--- src/rtl/pulp_clock_gate_ctrl.sv ---
// Idle-detect and wake controller for a downstream asynchronous clock gate.
// Runs on the ungated clock and hides the gate's enable-synchronizer latency from requesters.
module pulp_clock_gate_ctrl #(
    parameter int CNT_W    = 16,
    parameter int SYNC_LAT = 3
) (
    input  logic             clk_i,
    input  logic             rst_i,
    input  logic             cfg_en_i,
    input  logic [CNT_W-1:0] cfg_idle_cycles_i,
    input  logic             busy_i,
    input  logic             wake_req_i,
    output logic             clk_en_o,
    output logic             clk_gated_o,
    output logic             wake_ack_o,
    output logic [CNT_W-1:0] gate_events_o
);

    localparam int                WAIT_W    = (SYNC_LAT > 1) ? $clog2(SYNC_LAT) : 1;
    localparam logic [WAIT_W-1:0] WAIT_LAST = WAIT_W'(SYNC_LAT - 1);

    typedef enum logic [1:0] {
        RUN,
        STOP,
        GATED,
        WAKE
    } state_t;

    state_t            state;
    logic [CNT_W-1:0]  idle_cnt;
    logic [WAIT_W-1:0] wait_cnt;

    logic idle_qual;
    logic wait_done;
    logic ack_next;

    // A pending wake request never counts as idle, so it always beats a threshold hit.
    assign idle_qual = cfg_en_i & ~busy_i & ~wake_req_i;
    assign wait_done = (wait_cnt == WAIT_LAST);
    assign ack_next  = wake_req_i & ~wake_ack_o &
                       ((state == RUN) | ((state == WAKE) & wait_done));

    // NOTE: all state and outputs update with non-blocking assignments in one clocked block,
    // so every output is a flop and reset applies synchronously on the next edge.
    always_ff @(posedge clk_i) begin
        if (rst_i) begin
            state         <= RUN;
            idle_cnt      <= '0;
            wait_cnt      <= '0;
            clk_en_o      <= 1'b1;
            clk_gated_o   <= 1'b0;
            wake_ack_o    <= 1'b0;
            gate_events_o <= '0;
        end else begin
            wake_ack_o <= ack_next;
            case (state)
                RUN: begin
                    clk_en_o    <= 1'b1;
                    clk_gated_o <= 1'b0;
                    wait_cnt    <= '0;
                    if (!idle_qual) begin
                        idle_cnt <= '0;
                    end else if (idle_cnt == cfg_idle_cycles_i) begin
                        idle_cnt <= '0;
                        clk_en_o <= 1'b0;
                        state    <= STOP;
                    end else begin
                        idle_cnt <= idle_cnt + 1'b1;
                    end
                end
                STOP: begin
                    if (wake_req_i | ~cfg_en_i | busy_i) begin
                        clk_en_o <= 1'b1;
                        wait_cnt <= '0;
                        state    <= WAKE;
                    end else if (wait_done) begin
                        clk_gated_o <= 1'b1;
                        wait_cnt    <= '0;
                        state       <= GATED;
                        if (gate_events_o != '1) begin
                            gate_events_o <= gate_events_o + 1'b1;
                        end
                    end else begin
                        wait_cnt <= wait_cnt + 1'b1;
                    end
                end
                GATED: begin
                    // Activity cannot be observed while stopped; only a request or disable wakes.
                    if (wake_req_i | ~cfg_en_i) begin
                        clk_en_o    <= 1'b1;
                        clk_gated_o <= 1'b0;
                        wait_cnt    <= '0;
                        state       <= WAKE;
                    end
                end
                WAKE: begin
                    if (wait_done) begin
                        idle_cnt <= '0;
                        wait_cnt <= '0;
                        state    <= RUN;
                    end else begin
                        wait_cnt <= wait_cnt + 1'b1;
                    end
                end
                default: begin
                    clk_en_o    <= 1'b1;
                    clk_gated_o <= 1'b0;
                    idle_cnt    <= '0;
                    wait_cnt    <= '0;
                    state       <= RUN;
                end
            endcase
        end
    end

endmodule

--- config.mk ---
export PLATFORM = sky130hd
export DESIGN_NAME = pulp_clock_gate_ctrl
export DESIGN_NICKNAME = d
export VERILOG_FILES = /design/src/rtl/pulp_clock_gate_ctrl.sv
export SDC_FILE = /design/constraint.sdc
export NUM_CORES = 1
export LEC_CHECK = 0
export ABC_AREA = 1
export CORE_MARGIN = 2
export CORE_UTILIZATION = 30
export DETAILED_ROUTE_END_ITERATION = 16
export RECOVER_POWER = 50
export SLEW_MARGIN = 30
export SYNTH_ARGS = -nofsm -noshare
export SYNTH_HDL_FRONTEND = slang
export SYNTH_SLANG_ARGS = --single-unit
--- constraint.sdc ---
create_clock -name clk_i -period 1.7 [get_ports clk_i]
set_input_delay 0.34 -clock clk_i [delete_from_list [all_inputs] [get_ports clk_i]]
set_output_delay 0.34 -clock clk_i [all_outputs]
set_load 0.005 [all_outputs]
* Word level (Yosys, flattened, before mapping)
Index checks and enable logic that the tools add are counted.
** Cells by class
- Add/subtract/negate cells :: 3
- Equality and inequality tests :: 14
- Mux-type cells :: 24
- Bitwise gates (word level) :: 13
- Reductions and logical operators :: 8
** Operator list (count)
- $mux 16 :: 3
- $add 16x1->16 const B :: 2
- $pmux 16 s2 :: 1
- $mux 2 :: 9
- $eq 16x16->1 :: 1
- $ne 16x16->1 const B :: 1
- $pmux 2 s4 :: 2
- $ne 2x2->1 const B :: 6
- $reduce_and 4->1 :: 2
- $mux 1 :: 7
- $eq 2x2->1 const B :: 3
- $pmux 1 s3 :: 2
- $and 1x1->1 :: 5
- $not 1->1 :: 5
- $reduce_and 5->1 :: 1
- $ne 3x3->1 const B :: 1
- $or 1x1->1 :: 3
- $reduce_and 3->1 :: 1
- $reduce_bool 3->1 :: 1
- $add 2x1->2 const B :: 1
- $eq 2x1->1 const B :: 1
- $logic_not 2->1 :: 1
- $ne 2x1->1 const B :: 1
- $reduce_and 2->1 :: 1
- $reduce_bool 2->1 :: 1
** Word-level totals
- Register bits :: 39
- Input port bits :: 21
- Logic and storage cells :: 69

* Depth between registers and ports, before layout
Gate-level depths: netlist of the first run.
- Depth in word-level cells :: 5
- Depth in mapped cells :: 13
- Mapped depth without buffers :: 13

* Worst setup path before layout of the first run
No wires, ideal clock.
- Path kind :: reg2reg
- Start :: reg gate_events_o[0]
- End :: reg gate_events_o[0]
- Library setup time :: 0.123 ns
- Arrival :: 1.390 ns
- Path slack :: 0.187 ns
- Stages on the path, launching flop included :: 12
- Clock period less this slack :: 1.513 ns
- Path through :: dfxtp_1 > ha_1 > nand2_1 > inv_1 > nand2_2 > nor2_4 > nand3b_2 > nand2_4 > inv_4 > buf_6 > o21ai_0 > a21oi_1
** Between the ends
- Longest elaborated chain between the ends :: 2
** Ends and longest elaborated chain
- start: declaration :: RTL line 16 : output logic [CNT_W-1:0] gate_events_o
- start signal: assignment :: RTL line 81 : gate_events_o <= gate_events_o + 1'b1;
- branches (longest 2 deep; another with $add 16x1->16)
Parallel ways; which one is timed is not known.
A chain may end at the register's enable or synchronous reset.

* Final worst setup path of the first run
- Start :: reg gate_events_o[8]
- End :: out gate_events_o[8]
No word-level cell between the ends.

==> flow_summary.json, run 1 <==
{
  "worstPathMaxFanout": 4,
  "worst_pin_slew_ns": 0.302,
  "cp.depth": 1,
  "powerDensity_mw_per_mm2": 510,
  "start_kind": "flip-flop",
  "grt_max_degree": 15,
  "syn_area_mm2": 0.00252,
  "r2r_cells": 11,
  "finalSetupViolations": 0,
  "fin_total_pwr_uw": 1720,
  "drt-initial-drc-count": 78,
  "clock_latency_ns": 0.30,
  "clk_pin_slew_ns": 0.08,
  "synth-seq-cells": 39,
  "yosys_warnings": 0,
  "vias": 2589,
  "place_area_mm2": 0.00319,
  "yosys.area.top_type": "dfxtp_1",
  "cts_tree": "built",
  "max_freq_ghz": 0.624,
  "design.core.area_mm2": 0.00818,
  "cts_setup_buffers": 0,
  "design_area_mm2": 0.00337,
  "antenna_left": 0,
  "critPathKind": "reg2out",
  "critical-path-slowest-cell": "dlygate4sd3_1",
  "antennaDiodeCount": 0,
  "yosysSeqAreaShare_pct": 31.0,
  "port_buffers": 39,
  "leakagePower_uw": 0.00150,
  "cts_buffers": 5,
  "grt_util_all_layers_pct": 13.9,
  "final.setup.worst_slack_ns": 0.0962,
  "slew_headroom_pct": 79.3,
  "pre_cts_ws_ns": -0.275,
  "reg2reg_from": "gate_events_o[0]$_SDFFE_PP0P_",
  "grt.met1_usage_pct": 16.6,
  "crit_end": "gate_events_o[8]",
  "min_period_ns": 1.60,
  "cts_sinks": 39,
  "area_growth_pct": 33.7,
  "grt_pass1_vias": 2461,
  "critPathRequiredTime_ns": 1.36,
  "die_h_um": 95.6,
  "ys_top_cells_by_area": "dfxtp_1 (31%), nand2_1 (19%), inv_1 (8.8%)",
  "start_util_pct": 30.8,
  "synth_fp_nets": 428,
  "antenna_found_initial": 0,
  "timing.rr.end": "gate_events_o[0]$_SDFFE_PP0P_",
  "syn_avg_cell_area_um2": 6.29,
  "timing.critical_path.buf_inv": 1,
  "min_path_type": "in2reg",
  "place.gp.congestion": 0.873,
  "drv_slew": 0,
  "crit_path_cell_trace": "dlygate4sd3_1",
  "drv_cap": 0,
  "first_pass_iters": 4,
  "avgRoutedWirePerCell_um": 10.8,
  "max-vdd-ir-drop_mv": 0.231,
  "rrSetupSlack_ns": 0.13,
  "drive_gt1_share_pct": 17.8,
  "hold_viol": 0,
  "netlist.area_leader.share_pct": 31.0,
  "drt_drc_violations_left": 0,
  "h-tree-depth": 2,
  "die_w_um": 95.6,
  "crit_start": "gate_events_o[8]$_SDFFE_PP0P_",
  "cts_buffer_depth": 2,
  "cp.arrival_ns": 1.26,
  "slowest_delay_ns": 0.59,
  "ios": 40,
  "grt_overflow": 0,
  "cp_top_family": "buffers and inverters",
  "routed_wl_um": 6180,
  "layout.nets": 494,
  "grt_pass1_wl_um": 10200,
  "dieArea_mm2": 0.00914,
  "core.rowCount": 33,
  "fin_skew_ns": 0.0125,
  "met3_usage_pct": 2.77,
  "dp_hpwl_um": 4600,
  "viasPerCell": 4.53,
  "run_status": "finished clean",
  "nFillCells": 882,
  "end_kind": "output pin",
  "synthCells": 400,
  "fin_crit_sh_pct": 94.3,
  "ys_types": 36,
  "gr-usage-met2_pct": 24.5,
  "cts-root-buf": "clkbuf_8",
  "top_usage_layer": "met2"
}
## state kept, by name, summed over array words and instances (netlist names)
signal / count
clk_en_o: 1
clk_gated_o: 1
gate_events_o: 16
idle_cnt: 16
state: 2
wait_cnt: 2
wake_ack_o: 1
## layout by cell type (no fill, tap or decap), types with 6 or more instances in the layout
master and instances:
nand2_2 6, ha_1 6, nand3_1 22, inv_2 8, o21ai_0 10, clkbuf_8 6, dfxtp_1 34, a21oi_1 23
dlygate4sd3_1 11, nand2_1 125, a21oi_2 7, nor2_1 40, clkdlybuf4s50_1 24, inv_1 58, buf_4 21
## logic make-up after synthesis
family                     after synthesis  share of synthesized area, %
DFF                                     39                          31.0
buffers and inverters                   74                          12.3
AOI/OAI and AO/OA                       52                          12.0
adders and majority gates                7                          3.48
xor gates and xnor gates                 6                          2.09
and+or+nand+nor                        222                          39.2
## Yosys cell counts
| cell | number |
|---|---|
| and3_2 | 1 |
| a2111oi_0 | 1 |
| clkbuf_1 | 1 |
| xor2_1 | 5 |
| nand2_2 | 4 |
| nor3_1 | 7 |
| a211oi_1 | 2 |
| o21ai_2 | 2 |
| nand4_1 | 3 |
| ha_1 | 7 |
| nand3_1 | 23 |
| nor4_4 | 1 |
| buf_4 | 1 |
| nand2_4 | 3 |
| inv_2 | 7 |
| nor3_4 | 1 |
| nor2_2 | 3 |
| a31oi_1 | 3 |
| nand2_1 | 127 |
| dfxtp_1 | 39 |
| inv_1 | 59 |
| nor2_4 | 2 |
| xnor2_1 | 1 |
| buf_2 | 2 |
| a21oi_2 | 3 |
| buf_6 | 3 |
| o21a_1 | 1 |
| o21bai_1 | 1 |
| o21ai_0 | 10 |
| nor2_1 | 43 |
| inv_4 | 1 |
| a21oi_1 | 27 |
| o31ai_1 | 2 |
| nor4_1 | 2 |
| nor3_2 | 1 |
| nand3b_2 | 1 |
## worst min path at each step
| stage | from | to | cells past startpoint |
|---|---|---|---|
| after CTS | wake_ack_o$_SDFF_PP0_ | wake_ack_o$_SDFF_PP0_ | 1 |
| after detailed placement | wake_ack_o$_SDFF_PP0_ | wake_ack_o$_SDFF_PP0_ | 1 |
| final | wake_req_i | wake_ack_o$_SDFF_PP0_ | 3 |
| after global routing | wake_req_i | wake_ack_o$_SDFF_PP0_ | 3 |
| after global placement | wake_ack_o$_SDFF_PP0_ | wake_ack_o$_SDFF_PP0_ | 1 |
| after floorplan | rst_i | idle_cnt[1]$_SDFFE_PP0P_ | 1 |
## repair_timing
| item | in CTS | in global routing |
|---|---|---|
| hold buffers | 0 | 0 |
| resized for setup | 0 | 31 |
| endpoints found under the setup margin | 0 | 24 |
## per-stage QoR
| step | setup TNS [ns] | instances | utilization (%) | hold WS (ns) |
|---|---|---|---|---|
| floorplan | 0 | 400 | - | 0.409 |
| global placement | -6.31 | 563 | 39.0 | 0.427 |
| detailed placement | -7.52 | 563 | 39.0 | 0.444 |
| CTS | 0 | 570 | 40.1 | 0.454 |
| global route | -0.00563 | 571 | 41.2 | 0.391 |
| finish | 0 | 571 | 41.2 | 0.369 |
## metal layers
| layer | vias up | wire length (um) |
|---|---|---|
| met5 | - | 0 |
| met4 | 0 | 119 |
| met3 | 14 | 251 |
| met2 | 53 | 2890 |
| met1 | 1145 | 2920 |
| li1 | 1377 | - |
## cell type report
type	instances	area, um^2	area share (%)
clock inverter	1	5.00	0.149
timing repair buffer	66	617	18.3
tap	105	131	3.90
multi-input combinational	287	1490	44.2
sequential	39	787	23.4
clock buffer	6	82.6	2.45
inverter	67	254	7.55
## report_power, final
group | total [uW] | switching (uW) | internal [uW]
sequential | 918 | 2.45 | 916
clock | 648 | 329 | 319
combinational | 151 | 69.9 | 81.3
No activity file was read; power rests on OpenSTA's default activity.
==> run 2: changes to the inputs <==
--- a/config.mk
+++ b/config.mk
@@ -10,7 +10,7 @@
 export CORE_UTILIZATION = 30
 export DETAILED_ROUTE_END_ITERATION = 16
 export RECOVER_POWER = 50
-export SLEW_MARGIN = 30
 export SYNTH_ARGS = -nofsm -noshare
 export SYNTH_HDL_FRONTEND = slang
 export SYNTH_SLANG_ARGS = --single-unit
+export TNS_END_PERCENT = 30
==> run 2 against run 1 <==
  * Via count is essentially flat
  * Largest power group unchanged
  * Sequential cell count did not move
  * Total power hardly changed
  * Critical path depth increased by 1
  * First-iteration DRC count fell by 26%
  * Clock-buffer cell count unchanged
  * Die area did not move
  * Core utilization fell by 0.21 points
  * Clock skew about the same
  * Combinational power about the same
  * Fmax fell by 2.8%
  * Wire length hardly changed
==> flow_summary.json, run 2 (synthesized netlist as in run 1, its figures left out) <==
{
  "worstPathMaxFanout": 3,
  "nFillCells": 884,
  "vias": 2590,
  "drive_gt1_share_pct": 17.0,
  "run_status": "finished clean",
  "layout_common_cells": "nand2_1 (126), inv_1 (58), nor2_1 (40)",
  "die_h_um": 95.6,
  "layout.nets": 494,
  "rsz0062_at_grt": "true",
  "clock_latency_ns": 0.30,
  "area_growth_pct": 33.0,
  "drv_cap": 0,
  "multi_input_area_mm2": 0.00148,
  "slowest_delay_ns": 0.52,
  "cp.arrival_ns": 1.31,
  "fin_total_pwr_uw": 1720,
  "routed_wl_um": 6170,
  "avgRoutedWirePerCell_um": 10.8,
  "start_kind": "flip-flop",
  "cts_buffers": 5,
  "port_buffers": 39,
  "min_period_ns": 1.65,
  "critPathKind": "reg2out",
  "utilization_pct": 41.0,
  "h-tree-depth": 2,
  "fin_crit_sh_pct": 97.0,
  "clk_pin_slew_ns": 0.08,
  "grt_util_all_layers_pct": 13.9,
  "drv_slew": 0,
  "max-vdd-ir-drop_mv": 0.230,
  "first_pass_iters": 4,
  "dieArea_mm2": 0.00914,
  "start_util_pct": 30.8,
  "cts_buffer_depth": 2,
  "dp_hpwl_um": 4600,
  "grt_pass1_vias": 2461,
  "crit_path_cell_trace": "clkbuf_1 > clkdlybuf4s50_1",
  "powerDensity_mw_per_mm2": 513,
  "worst_pin_slew_ns": 0.302,
  "cts_setup_buffers": 0,
  "antennaDiodeCount": 0,
  "regArea_um2": 785,
  "core.rowCount": 33,
  "critPathRequiredTime_ns": 1.36,
  "final_common_cell": "nand2_1",
  "max_freq_ghz": 0.606,
  "drt-initial-drc-count": 58,
  "antenna_left": 0,
  "die_w_um": 95.6,
  "top_regs": "gate_events_o: 16 flops, idle_cnt: 16 flops",
  "drt_drc_violations_left": 0,
  "cts-root-buf": "clkbuf_8",
  "ios": 40,
  "min_path_type": "in2reg",
  "hold_ws_ns": 0.369,
  "cts_tree": "built",
  "end_kind": "output pin",
  "viasPerCell": 4.54,
  "grt_pass1_wl_um": 10200,
  "grt_max_degree": 15,
  "cts_sinks": 39,
  "slew_headroom_pct": 79.3,
  "leakagePower_uw": 0.00148,
  "finalSetupViolations": 0,
  "antenna_found_initial": 0,
  "hold_viol": 0,
  "fin_skew_ns": 0.0129,
  "grt_overflow": 0,
  "design.core.area_mm2": 0.00818,
  "place.gp.congestion": 0.873,
  "critical-path-slowest-cell": "clkdlybuf4s50_1"
}
run 2: worst max-delay path: cells and delay by family (launching register included):
family   cells  cell delay, ns
buf+inv      2            0.68
flops        1            0.34
run 2: final timing paths:
check / from / endpoint / slack [ns] / cells after the start
min: wake_req_i / wake_ack_o$_SDFF_PP0_ / 0.37 / 3
min reg2reg: wake_ack_o$_SDFF_PP0_ / wake_ack_o$_SDFF_PP0_ / 0.44 / 1
max reg2reg: gate_events_o[0]$_SDFFE_PP0P_ / gate_events_o[0]$_SDFFE_PP0P_ / 0.11 / 11
max: gate_events_o[1]$_SDFFE_PP0P_ / gate_events_o[1] / 0.05 / 2
run 2: where the power goes:
group	internal (uW)	leakage [uW]	total, uW	switching (uW)
sequential	916	0.000316	918	2.44
combinational	82.2	0.00112	152	69.6
clock	319	0.0000470	647	328
total	1320	0.00148	1720	400
run 2: per-stage QoR:
stage / setup WS (ns) / TNS [ns] / area, um^2 / instances
final: 0.0509 / 0 / 3350 / 571
after global routing: -0.0265 / -0.0497 / 3350 / 571
after CTS: 0.0247 / 0 / 3280 / 570
after detailed placement: -0.275 / -7.52 / 3190 / 563
after global placement: -0.259 / -6.31 / 3190 / 563
after floorplan: 0.187 / 0 / 2520 / 400
run 2: final cells by class:
cell class | count | area share [%]
clock inverter | 1 | 0.149
clock buffer | 6 | 2.47
multi-input combinational | 287 | 44.2
inverter | 67 | 7.59
tap | 105 | 3.92
timing repair buffer | 66 | 18.3
sequential | 39 | 23.4
run 2: metal layers:
layer  share of wire [%]  up-vias  track usage (%)
met5                   0        -                0
met4                 1.9        0             4.88
met3                 4.0       14             2.77
met2                  47       59             24.5
met1                  47     1139             16.6
li1                    -     1378                -
run 2: repair_timing:
item	CTS	global route
endpoints found under the setup margin	0	24
resized for setup	0	25
hold buffers	0	0
==> run 3: changes to the inputs <==
--- a/config.mk
+++ b/config.mk
@@ -6,9 +6,13 @@
 export NUM_CORES = 1
 export LEC_CHECK = 0
 export ABC_AREA = 1
+export CELL_PAD_IN_SITES_DETAIL_PLACEMENT = 2
+export CELL_PAD_IN_SITES_GLOBAL_PLACEMENT = 2
 export CORE_MARGIN = 2
-export CORE_UTILIZATION = 30
+export CORE_UTILIZATION = 28
 export DETAILED_ROUTE_END_ITERATION = 16
+export GPL_ROUTABILITY_DRIVEN = 0
+export PLACE_DENSITY_LB_ADDON = 0.1
 export RECOVER_POWER = 50
 export SYNTH_ARGS = -nofsm -noshare
 export SYNTH_HDL_FRONTEND = slang
==> run 3 against run 2 <==
  * Largest cell class unchanged
  * Critical path type unchanged
  * Global-route usage grew 3.4 points
  * Final area increased by 5.7%
  * Sequential cell count unchanged
==> flow_summary.json, run 3 (synthesized netlist as in run 1, its figures left out) <==
{
  "grt_pass1_vias": 3041,
  "critical-path-slowest-cell": "clkdlybuf4s50_1",
  "end_kind": "output pin",
  "clock_latency_ns": 0.30,
  "min_path_type": "reg2reg",
  "worst_pin_slew_ns": 0.386,
  "run_status": "finished clean",
  "slew_headroom_pct": 73.6,
  "hold_viol": 0,
  "min_period_ns": 1.63,
  "hold_ws_ns": 0.461,
  "crit_start": "gate_events_o[6]$_SDFFE_PP0P_",
  "top_regs": "gate_events_o: 16 flops, idle_cnt: 16 flops",
  "drt_drc_violations_left": 0,
  "finalSetupViolations": 0,
  "die_h_um": 98.8,
  "rsz0062_at_grt": "true",
  "timing.critical_path.buf_inv": 2,
  "avgRoutedWirePerCell_um": 15.0,
  "h-tree-depth": 2,
  "start_kind": "flip-flop",
  "first_pass_iters": 4,
  "r2r_cells": 12,
  "cp.arrival_ns": 1.29,
  "design.core.area_mm2": 0.00872,
  "area_growth_pct": 40.6,
  "cp.depth": 2,
  "grt_overflow": 0,
  "viasPerCell": 4.81,
  "dp_hpwl_um": 6440,
  "crit_path_cell_trace": "buf_4 > clkdlybuf4s50_1",
  "timing.rr.end": "gate_events_o[6]$_SDFFE_PP0P_",
  "grt_util_all_layers_pct": 17.3,
  "ios": 40,
  "leakagePower_uw": 0.00163,
  "antennaDiodeCount": 0,
  "final.setup.tns_ns": 0,
  "fin_cells": 583,
  "start_util_pct": 28.9,
  "cp_top_family": "buffers and inverters",
  "critPathKind": "reg2out",
  "drv_cap": 0,
  "slowest_delay_ns": 0.49,
  "antenna_left": 0,
  "die_w_um": 98.8,
  "wl_met3_um": 174,
  "cts_buffer_depth": 2,
  "drt-initial-drc-count": 44,
  "drive_gt1_share_pct": 23.8,
  "reg2reg_from": "gate_events_o[1]$_SDFFE_PP0P_",
  "worstPathMaxFanout": 3,
  "utilization_pct": 40.6,
  "layout.nets": 503,
  "core.rowCount": 34,
  "grt_pass1_wl_um": 13800,
  "top_layer": "met4",
  "cts_sinks": 39,
  "routed_wl_um": 8730,
  "clk_pin_slew_ns": 0.08,
  "cts-root-buf": "clkbuf_8",
  "nFillCells": 1069,
  "critPathRequiredTime_ns": 1.36,
  "crit_end": "gate_events_o[6]",
  "vias": 2802,
  "port_buffers": 39,
  "drv_slew": 0,
  "antenna_found_initial": 0,
  "final_common_cell": "nand2_1",
  "max_freq_ghz": 0.615,
  "pre_cts_ws_ns": -0.423,
  "grt_max_degree": 23,
  "fin_crit_sh_pct": 95.6,
  "dp.cells": 570,
  "dr_wl_met2_um": 4660,
  "cts_tree": "built",
  "layout_common_cells": "nand2_1 (118), inv_1 (58), nor2_1 (31), buf_4 (31), dfxtp_1 (29)",
  "cts_buffers": 5,
  "max-vdd-ir-drop_mv": 0.218,
  "cts-hold-fix-buffers": 0,
  "fin_skew_ns": 0.00617,
  "dieArea_mm2": 0.00977,
  "final.setup.worst_slack_ns": 0.0748,
  "wl_met1_um": 3830,
  "powerDensity_mw_per_mm2": 496,
  "rrSetupSlack_ns": 0.08
}
## run 3: changes by cell type in the layout (fill, tap and decap cells not counted), sizes merged
cell,previous run,this run
buf,24,34
clkbuf,9,7
clkdlybuf4s50,26,17
dlygate4sd2,0,2
dlygate4sd3,11,9
dlymetal6s2s,2,11
nor2,48,49
## run 3: power breakdown
group	internal [uW]	switching, uW
clock	319	359
combinational	76.4	82.2
sequential	915	2.91
## run 3: worst min-delay path by stage
stage	to	from	slack, ns	cells past startpoint
global placement	wake_ack_o$_SDFF_PP0_	wake_ack_o$_SDFF_PP0_	0.45	1
floorplan	idle_cnt[1]$_SDFFE_PP0P_	rst_i	0.41	1
global route	wake_ack_o$_SDFF_PP0_	wake_ack_o$_SDFF_PP0_	0.48	1
CTS	wake_ack_o$_SDFF_PP0_	wake_ack_o$_SDFF_PP0_	0.47	1
detailed placement	wake_ack_o$_SDFF_PP0_	wake_ack_o$_SDFF_PP0_	0.45	1
finish	wake_ack_o$_SDFF_PP0_	wake_ack_o$_SDFF_PP0_	0.46	1
## run 3: per-stage QoR
stage                     power [uW]  cell area (um^2)
after floorplan                 1000              2520
after detailed placement        1090              3250
after CTS                       1780              3370
after global routing            1830              3540
final                           1760              3540
after global placement          1080              3250
## run 3: area by class of cell
| cell class | instances | area, um^2 | area share [%] |
|---|---|---|---|
| well taps | 108 | 135 | 3.82 |
| multi-input cells | 288 | 1560 | 43.9 |
| flip-flops and latches | 39 | 793 | 22.4 |
| clock inverters | 1 | 5.00 | 0.141 |
| clock buffers | 6 | 82.6 | 2.33 |
| inverters | 67 | 256 | 7.25 |
| repair buffers | 74 | 712 | 20.1 |
## run 3: repair_timing
| action | 4_1_cts | 5_1_grt |
|---|---|---|
| gates cloned | 0 | 1 |
| endpoints found under the setup margin | 28 | 34 |
| gates resized for setup | 13 | 52 |
| pin swaps | 3 | 21 |
| buffers inserted | 1 | 4 |
## run 3: routing by layer
layer	global-route usage, %	vias up
met5	0	-
met4	3.48	0
met3	2.62	5
met2	32.2	28
met1	21.0	1368
li1	-	1401
